$ cat src/rtl/udt_pkg.sv
// rtl/udt_pkg.sv - shared UDT header constants, routing types and first-beat classifier
package udt_pkg;

    typedef enum logic [14:0] {
        UDT_CTRL_HANDSHAKE  = 15'd0,
        UDT_CTRL_KEEPALIVE  = 15'd1,
        UDT_CTRL_ACK        = 15'd2,
        UDT_CTRL_NAK        = 15'd3,
        UDT_CTRL_CONGESTION = 15'd4,
        UDT_CTRL_SHUTDOWN   = 15'd5,
        UDT_CTRL_ACK2       = 15'd6,
        UDT_CTRL_DROPREQ    = 15'd7,
        UDT_CTRL_USER       = 15'h7FFF
    } udt_ctrl_e;

    localparam int UDT_FLAG_BIT = 63;
    localparam int UDT_TYPE_HI  = 62;
    localparam int UDT_TYPE_LO  = 48;

    typedef enum logic [1:0] {
        DEST_HS   = 2'd0,
        DEST_CTL  = 2'd1,
        DEST_DAT  = 2'd2,
        DEST_DROP = 2'd3
    } dest_e;

    typedef enum logic [1:0] {
        ST_IDLE    = 2'd0,
        ST_FWD     = 2'd1,
        ST_DISCARD = 2'd2
    } state_e;

    // A first beat that is also the last cannot carry a full 16-byte header.
    function automatic dest_e udt_classify(
        input logic [63:0] hdr,
        input logic        last,
        input logic        conn,
        input logic [14:0] max_ctrl
    );
        logic [14:0] ctype;
        ctype = hdr[UDT_TYPE_HI:UDT_TYPE_LO];
        if (last)
            return DEST_DROP;
        if (!hdr[UDT_FLAG_BIT])
            return conn ? DEST_DAT : DEST_DROP;
        if (ctype == UDT_CTRL_HANDSHAKE)
            return DEST_HS;
        if (ctype <= max_ctrl || ctype == UDT_CTRL_USER)
            return DEST_CTL;
        return DEST_DROP;
    endfunction

endpackage

$ cat src/rtl/axis_reg_slice.sv
// rtl/axis_reg_slice.sv - single-entry stream register slice, one cycle latency
module axis_reg_slice #(
    parameter int DATA_W = 64,
    parameter int KEEP_W = 8
) (
    input  logic              clk,
    input  logic              rst,
    input  logic [DATA_W-1:0] s_tdata,
    input  logic [KEEP_W-1:0] s_tkeep,
    input  logic              s_tvalid,
    output logic              s_tready,
    input  logic              s_tlast,
    output logic [DATA_W-1:0] m_tdata,
    output logic [KEEP_W-1:0] m_tkeep,
    output logic              m_tvalid,
    input  logic              m_tready,
    output logic              m_tlast
);

    // Refill in the same cycle the held beat drains, so streaming is full rate.
    assign s_tready = !m_tvalid || m_tready;

    always_ff @(posedge clk or posedge rst) begin
        if (rst) begin
            m_tdata  <= '0;
            m_tkeep  <= '0;
            m_tvalid <= 1'b0;
            m_tlast  <= 1'b0;
        end else if (s_tvalid && s_tready) begin
            m_tdata  <= s_tdata;
            m_tkeep  <= s_tkeep;
            m_tvalid <= 1'b1;
            m_tlast  <= s_tlast;
        end else if (m_tready) begin
            m_tvalid <= 1'b0;
        end
    end

endmodule

$ cat src/rtl/udt_rx_demux.sv
// rtl/udt_rx_demux.sv - classifies ingress UDT packets and steers them to handshake, control or data streams
module udt_rx_demux
    import udt_pkg::*;
#(
    parameter int MAX_CTRL_TYPE = 7,
    parameter int DROP_CNT_W    = 16
) (
    input  logic                  core_clk,
    input  logic                  core_rst,
    input  logic [63:0]           s_tdata,
    input  logic [7:0]            s_tkeep,
    input  logic                  s_tvalid,
    output logic                  s_tready,
    input  logic                  s_tlast,
    input  logic                  conn_up,
    output logic [63:0]           hs_tdata,
    output logic [7:0]            hs_tkeep,
    output logic                  hs_tvalid,
    output logic                  hs_tlast,
    input  logic                  hs_tready,
    output logic [63:0]           ctl_tdata,
    output logic [7:0]            ctl_tkeep,
    output logic                  ctl_tvalid,
    output logic                  ctl_tlast,
    input  logic                  ctl_tready,
    output logic [63:0]           dat_tdata,
    output logic [7:0]            dat_tkeep,
    output logic                  dat_tvalid,
    output logic                  dat_tlast,
    input  logic                  dat_tready,
    output logic                  rsp_pulse,
    output logic [DROP_CNT_W-1:0] drop_cnt
);

    localparam logic [14:0] MAX_TYPE = 15'(MAX_CTRL_TYPE);

    state_e     state_q, state_d;
    dest_e      dest_q, dest_d;
    dest_e      first_dest;
    dest_e      sel;
    logic [2:0] slice_ready;
    logic [2:0] slice_load;
    logic       route_ready;
    logic       accept;
    logic       first_beat;

    assign first_dest = udt_classify(s_tdata, s_tlast, conn_up, MAX_TYPE);
    assign first_beat = (state_q == ST_IDLE);

    // In IDLE the route follows the live header so a packet to an idle port
    // is never held back by a stalled port used by the previous packet.
    always_comb begin
        sel = dest_q;
        case (state_q)
            ST_IDLE: sel = first_dest;
            ST_FWD:  sel = dest_q;
            default: sel = DEST_DROP;
        endcase
    end

    always_comb begin
        route_ready = 1'b1;
        case (sel)
            DEST_HS:  route_ready = slice_ready[0];
            DEST_CTL: route_ready = slice_ready[1];
            DEST_DAT: route_ready = slice_ready[2];
            default:  route_ready = 1'b1;
        endcase
    end

    assign s_tready      = !core_rst && route_ready;
    assign accept        = s_tvalid && s_tready;
    assign slice_load[0] = accept && (sel == DEST_HS);
    assign slice_load[1] = accept && (sel == DEST_CTL);
    assign slice_load[2] = accept && (sel == DEST_DAT);

    always_comb begin
        state_d = state_q;
        dest_d  = dest_q;
        case (state_q)
            ST_IDLE: begin
                if (accept) begin
                    dest_d = first_dest;
                    if (!s_tlast)
                        state_d = (first_dest == DEST_DROP) ? ST_DISCARD : ST_FWD;
                end
            end
            ST_FWD, ST_DISCARD: begin
                if (accept && s_tlast)
                    state_d = ST_IDLE;
            end
            default: state_d = ST_IDLE;
        endcase
    end

    always_ff @(posedge core_clk or posedge core_rst) begin
        if (core_rst) begin
            state_q   <= ST_IDLE;
            dest_q    <= DEST_DROP;
            rsp_pulse <= 1'b0;
            drop_cnt  <= '0;
        end else begin
            state_q   <= state_d;
            dest_q    <= dest_d;
            rsp_pulse <= accept && first_beat && (first_dest != DEST_DROP);
            if (accept && first_beat && (first_dest == DEST_DROP) && (drop_cnt != '1))
                drop_cnt <= drop_cnt + 1'b1;
        end
    end

    axis_reg_slice #(.DATA_W(64), .KEEP_W(8)) u_hs_slice (
        .clk      (core_clk),
        .rst      (core_rst),
        .s_tdata  (s_tdata),
        .s_tkeep  (s_tkeep),
        .s_tvalid (slice_load[0]),
        .s_tready (slice_ready[0]),
        .s_tlast  (s_tlast),
        .m_tdata  (hs_tdata),
        .m_tkeep  (hs_tkeep),
        .m_tvalid (hs_tvalid),
        .m_tready (hs_tready),
        .m_tlast  (hs_tlast)
    );

    axis_reg_slice #(.DATA_W(64), .KEEP_W(8)) u_ctl_slice (
        .clk      (core_clk),
        .rst      (core_rst),
        .s_tdata  (s_tdata),
        .s_tkeep  (s_tkeep),
        .s_tvalid (slice_load[1]),
        .s_tready (slice_ready[1]),
        .s_tlast  (s_tlast),
        .m_tdata  (ctl_tdata),
        .m_tkeep  (ctl_tkeep),
        .m_tvalid (ctl_tvalid),
        .m_tready (ctl_tready),
        .m_tlast  (ctl_tlast)
    );

    axis_reg_slice #(.DATA_W(64), .KEEP_W(8)) u_dat_slice (
        .clk      (core_clk),
        .rst      (core_rst),
        .s_tdata  (s_tdata),
        .s_tkeep  (s_tkeep),
        .s_tvalid (slice_load[2]),
        .s_tready (slice_ready[2]),
        .s_tlast  (s_tlast),
        .m_tdata  (dat_tdata),
        .m_tkeep  (dat_tkeep),
        .m_tvalid (dat_tvalid),
        .m_tready (dat_tready),
        .m_tlast  (dat_tlast)
    );

endmodule

$ cat config.mk
export PLATFORM = sky130hd
export DESIGN_NAME = udt_rx_demux
export DESIGN_NICKNAME = d
export VERILOG_FILES = /design/src/rtl/udt_pkg.sv /design/src/rtl/axis_reg_slice.sv /design/src/rtl/udt_rx_demux.sv
export SDC_FILE = /design/constraint.sdc
export NUM_CORES = 1
export LEC_CHECK = 0
export ABC_AREA = 1
export BUFFER_PORTS_ARGS = -buffer_cell sky130_fd_sc_hd__clkbuf_2
export CAP_MARGIN = 10
export CORE_ASPECT_RATIO = 0.9
export CORE_MARGIN = 5
export CORE_UTILIZATION = 50
export DETAILED_ROUTE_END_ITERATION = 8
export GPL_ROUTABILITY_DRIVEN = 0
export GPL_TIMING_DRIVEN = 1
export PLACE_DENSITY = 0.84
export SLEW_MARGIN = 20
export SYNTH_ARGS = -nofsm -noshare
export SYNTH_HDL_FRONTEND = slang
export SYNTH_SLANG_ARGS = --single-unit
$ cat constraint.sdc
create_clock -name core_clk -period 9.8 [get_ports core_clk]
set_input_delay 1.47 -clock core_clk [delete_from_list [all_inputs] [get_ports core_clk]]
set_output_delay 1.47 -clock core_clk [all_outputs]
set_load 0.05 [all_outputs]
Word level (Yosys, flattened, before mapping)
Cells that the tools add are included.

operators by class
  $add $sub $neg = 1
  magnitude comparators = 1
  eq/ne operators = 11
  mux-type cells = 32
  reductions and logical operators = 30

operator list
  operator                                                                 number
  2-bit two-way mux                                                        12
  1-bit two-way mux                                                        17
  16-bit by 1-bit adder with 16-bit output (second input constant)         1
  16-bit inequality test (second input constant)                           1
  15-bit == test (second input constant)                                   1
  15-bit by 3-bit <= comparator with 1-bit output (second input constant)  1
  15-bit zero test                                                         1
  1-bit logical AND                                                        13
  2-bit inequality test (second input constant)                            4
  2-bit one-hot mux with 2 select lines                                    2
  2-bit == test (second input constant)                                    3
  2-bit nonzero test                                                       3
  2-bit by 1-bit == test with 1-bit output (second input constant)         2
  1-bit zero test                                                          4
  2-bit zero test                                                          2
  1-bit logical OR                                                         4
  1-bit one-hot mux with 3 select lines                                    1
  3-bit AND reduction                                                      1
  2-bit AND reduction                                                      1
  2-bit OR reduction                                                       1

word-level totals
  register bits = 243
  input bits = 80
  output and inout port bits = 240
  word-level logic and storage cells = 91

Depth between registers and ports, before layout
  depth after elaboration = 19
  depth in mapped cells = 17
  mapped depth without buffers = 17

Cells and area by module
A second synthesis with hierarchy kept.

unflattened totals
  cells, all modules = 1191
  area, all modules = 10441.3 um^2

modules (own cells, without submodules)
  module          instances  cells an instance  area an instance (um^2)
  axis_reg_slice  3          322                2945.3
  udt_rx_demux    1          225                1605.3

Worst setup path before layout
OpenSTA, ideal clock, no wires.

  path type = input to register
  start point = input core_rst
  end point = register state_q[0]
  library setup time = 117 ps
  arrival = 7161 ps
  slack = 2522 ps
  stages on the path = 6
  path buffers = 0
  cell sequence = inv_1 > nand4_1 > nand2_1 > nand2_1 > nand2_1 > nand2_1

between the ends
  cells in the longest elaborated chain, start to end = 6

ends and longest elaborated chain
  what                                    RTL line             source
  start: declaration                      udt_rx_demux.sv:9    input logic core_rst,
  1-bit zero test (no source line) *      --
  1-bit logical AND *                     udt_rx_demux.sv:71   assign s_tready = !core_rst && route_ready;
  1-bit logical AND *                     udt_rx_demux.sv:72   assign accept = s_tvalid && s_tready;
  1-bit logical AND                       udt_rx_demux.sv:89   if (accept && s_tlast)
  2-bit inequality test (no source line)  --
  3-bit AND reduction (no source line) *  --
  end signal: assignment                  udt_rx_demux.sv:103  state_q <= state_d;
  end: declaration                        udt_rx_demux.sv:37   state_e state_q, state_d;

Every way passes the cells marked *; elsewhere a longest branch is shown, timed or not.
A chain may end at the register's enable or synchronous reset.

Worst setup path in the final report
  start point = input s_tdata[60]
  end point = output s_tready

between the ends
  cells in the longest elaborated chain, start to end = 14

ends and longest elaborated chain
  what                                                                                      RTL line            source
  start: declaration                                                                        udt_rx_demux.sv:10  input logic [63:0] s_tdata,
  15-bit by 3-bit <= comparator with 1-bit output / 15-bit == test (equally long branches)  udt_pkg.sv:48       if (ctype <= max_ctrl || ctype == UDT_CTRL_USER)
  1-bit logical OR                                                                          udt_pkg.sv:48
  1-bit two-way mux (2 in a row)                                                            udt_pkg.sv:48
  1-bit two-way mux                                                                         udt_pkg.sv:46       if (ctype == UDT_CTRL_HANDSHAKE)
  1-bit two-way mux                                                                         udt_pkg.sv:44       if (!hdr[UDT_FLAG_BIT])
  2-bit two-way mux                                                                         udt_pkg.sv:50       return DEST_DROP;
  2-bit two-way mux *                                                                       udt_pkg.sv:48
  2-bit two-way mux *                                                                       udt_pkg.sv:46
  2-bit two-way mux *                                                                       udt_pkg.sv:44
  2-bit one-hot mux with 2 select lines *                                                   udt_rx_demux.sv:54  case (state_q)
  2-bit == test, or another cell as far along                                               udt_rx_demux.sv:63  case (sel)
  1-bit one-hot mux with 3 select lines *                                                   udt_rx_demux.sv:63
  1-bit logical AND *                                                                       udt_rx_demux.sv:71
  end: declaration                                                                          udt_rx_demux.sv:13  output logic s_tready,

Every way passes the cells marked *; elsewhere a longest branch is shown, timed or not. The select of a mux whose other input is x is not followed.

==> results by group <==
Global route
  • Global Route Usage Sum: 23.0%
  • Pin count of the biggest net entering global routing: 102
  • Initial antenna violation count: 0
  • Vias in the first global route: 7,889
  • Total congestion overflow: 0
  • First-pass GRT wire length: 41,400 um

Synth
  • Mapped Cells: 1,004
  • Most frequent cell after synthesis: nand2_1
  • Post-synthesis cell area: 0.00946 mm2
  • YS warnings: 0
  • Library cells used by synthesis: 24
  • Main flop type after synthesis: dfrtp_1
  • List of most frequent post-synthesis cells: nand2_1, dfrtp_1, o21ai_1
  • Sequential share of the synthesized area: 64.3%
  • Post-synth ARST share: 100%
  • Synth Register Bits: 243
  • Post-synth EDFFs: 0
  • Synthesized area per cell: 9.43 um2
  • Syn nets: 1,087
  • Top cell type's share of synthesized area: 63.7%
  • Synth area leader: dfrtp_1
  • Largest cells by area after synthesis: dfrtp_1, nand2_1, o21ai_1, o21ai_0, inv_1

STA
  • Post-Route Setup TNS: 0 ns
  • Setup violators final: 0
  • Slew headroom: 28.1%
  • Endpoints failing hold: 0
  • Max Transition Viols Final: 0
  • Final Cycle Share: 47.0%
  • Setup Skew: 0.0111 ns
  • Fmax: 217 MHz
  • RSZ-0062 raised after global routing: false
  • Min cycle time layout: 4.61 ns
  • Worst-margin pin slew: 1.08 ns

Routing
  • Drt wl/cell: 16.2 um
  • Post-route ant nets: 0
  • Via density: 5.11
  • WL final: 25,500 um
  • Drt pass-1 iters: 5
  • DRC Markers: 0
  • Vias: 8,013
  • DRT iter0 DRCs: 474

Floorplanning
  • Effective utilization at floorplan: 51.1%
  • Vert. Die Dim: 141 um
  • IO Pins: 320
  • Die area: 0.0218 mm2
  • # rows: 47
  • Die W: 155 um
  • Core area: 0.0185 mm2

Setup path
  • Worst path arrival time: 3.14 ns
  • Cells on worst reg2reg path: 13
  • Setup crit start: s_tdata[60]
  • Worst-path maximum fanout: 7
  • R2r endpoint: u_ctl_slice.m_tdata[29]
  • Worst Setup Start Kind: primary input
  • Worst Path Required: 8.33 ns
  • Crit path to: s_tready
  • Reg2Reg Setup Slack: 6.32 ns
  • Crit path kind: primary input to primary output
  • RR Startpoint: state_q[0]
  • Nature of the critical path endpoint: primary output

Status
  • Status: complete, no violations

Clock tree
  • Clock Path Buffers: 3
  • Num CTS Buffers: 25
  • H-tree levels: 1
  • Setup bufs post-CTS: 0
  • CTS clk-pin slew, worst paths: 0.06 ns
  • Worst-skew pair later-pin latency: 0.51 ns
  • Hold-fix buffers, CTS: 0
  • CTS tree: yes
  • Clk root buf: clkbuf_16
  • Sink Count: 243
  • Post-CTS sizing: 0

Final layout
  • Fillers: 1,481
  • Reg area: 0.00608 mm2
  • Antenna diodes: 0
  • Area added between synthesis and finish: 27.0%
  • Layout cells sized above 1: 28.5%
  • Final nets: 1,387
  • Multi-input gate area: 0.00274 mm2

Job
  • Max Cap Viol: 0

Placement
  • DP HPWL: 17,500 um
  • Port Buf Inserts: 319

Min path
  • HP Class: register to register
[per-stage QoR]
step	cell area [um2]	worst slack [ns]	util (%)	hold WS, ns	instances
after floorplan	9460	1.62	-	0.442	1004
after global placement	11200	5.26	60.4	0.452	1522
after detailed placement	11200	5.20	60.4	0.461	1522
after CTS	12000	5.19	64.9	0.473	1568
after global routing	12000	4.98	64.9	0.486	1568
final	12000	5.19	64.9	0.472	1568
[state kept, by name, indices dropped and copies added, names as in the netlist]
| register | count |
|---|---|
| u_hs_slice.m_tvalid | 1 |
| drop_cnt | 16 |
| u_dat_slice.m_tvalid | 1 |
| rsp_pulse | 1 |
| u_ctl_slice.m_tdata | 64 |
| dest_q | 2 |
| state_q | 2 |
| u_dat_slice.m_tlast | 1 |
| u_hs_slice.m_tkeep | 8 |
| u_ctl_slice.m_tkeep | 8 |
| u_hs_slice.m_tlast | 1 |
| u_hs_slice.m_tdata | 64 |
| u_dat_slice.m_tdata | 64 |
| u_ctl_slice.m_tvalid | 1 |
| u_dat_slice.m_tkeep | 8 |
| u_ctl_slice.m_tlast | 1 |
[cell type report]
cell class              instances  area share [%]
well taps                     245            2.55
clock buffers                  32            5.67
repair buffers                326            13.7
clock inverters                14            1.27
flip-flops and latches        243            50.6
inverters                     106            3.37
multi-input cells             602            22.8
[worst min-delay path by stage]
| stage | from | to | slack, ns | depth (start not counted) |
|---|---|---|---|---|
| after global placement | dest_q[1] | dest_q[1] | 0.45 | 2 |
| after CTS | dest_q[1] | dest_q[1] | 0.47 | 2 |
| after floorplan | state_q[1] | state_q[1] | 0.44 | 2 |
| after global routing | dest_q[1] | dest_q[1] | 0.49 | 2 |
| final | dest_q[1] | dest_q[1] | 0.47 | 2 |
| after detailed placement | state_q[1] | state_q[1] | 0.46 | 2 |
[per-layer routing]
metal | up-vias | part of all wire (%) | track usage [%]
met2 | 326 | 48 | 37.5
met4 | 0 | 3.7 | 7.99
met3 | 59 | 6.7 | 4.19
li1 | 3822 | - | -
met5 | - | 0 | 0
met1 | 3806 | 42 | 31.2
[cell families (layout without fill, tap and decap cells)]
group,after synthesis,in the layout,share of synthesized area (%)
adder cells (fa/ha/maj),3,3,0.397
buffers and inverters,159,478,6.93
XOR/XNOR,12,12,1.11
flip-flops,243,243,64.3
AND/OR/NAND/NOR,344,344,14.2
AO/OA/AOI/OAI,243,243,13.0
[cell usage in the layout (no fill, tap or decap), drive strengths merged, types with 4 or more instances in the layout]
master | synthesis | final
buf | 44 | 7
clkbuf | 9 | 351
clkinv | 0 | 10
dfrtp | 241 | 241
inv | 106 | 107
nand2 | 286 | 286
nand3 | 12 | 12
nand4 | 7 | 7
nor2 | 29 | 29
nor3 | 7 | 7
o21ai | 239 | 239
xnor2 | 4 | 4
xor2 | 8 | 8
[worst max-delay path: stages]
cell and delay, ns:
clkbuf_2 0.10, nor2_1 0.11, nand2_1 0.09, nor2_1 0.14
nand2_1 0.07, nand2_1 0.08, nand2_1 0.10, a21oi_2 0.27
nand2_2 0.12, a21oi_4 0.26, clkbuf_2 0.33
Power is left out: the tool's default activity adds up to more than one toggle a clock period on the data nets, which glitch-free logic cannot reach.
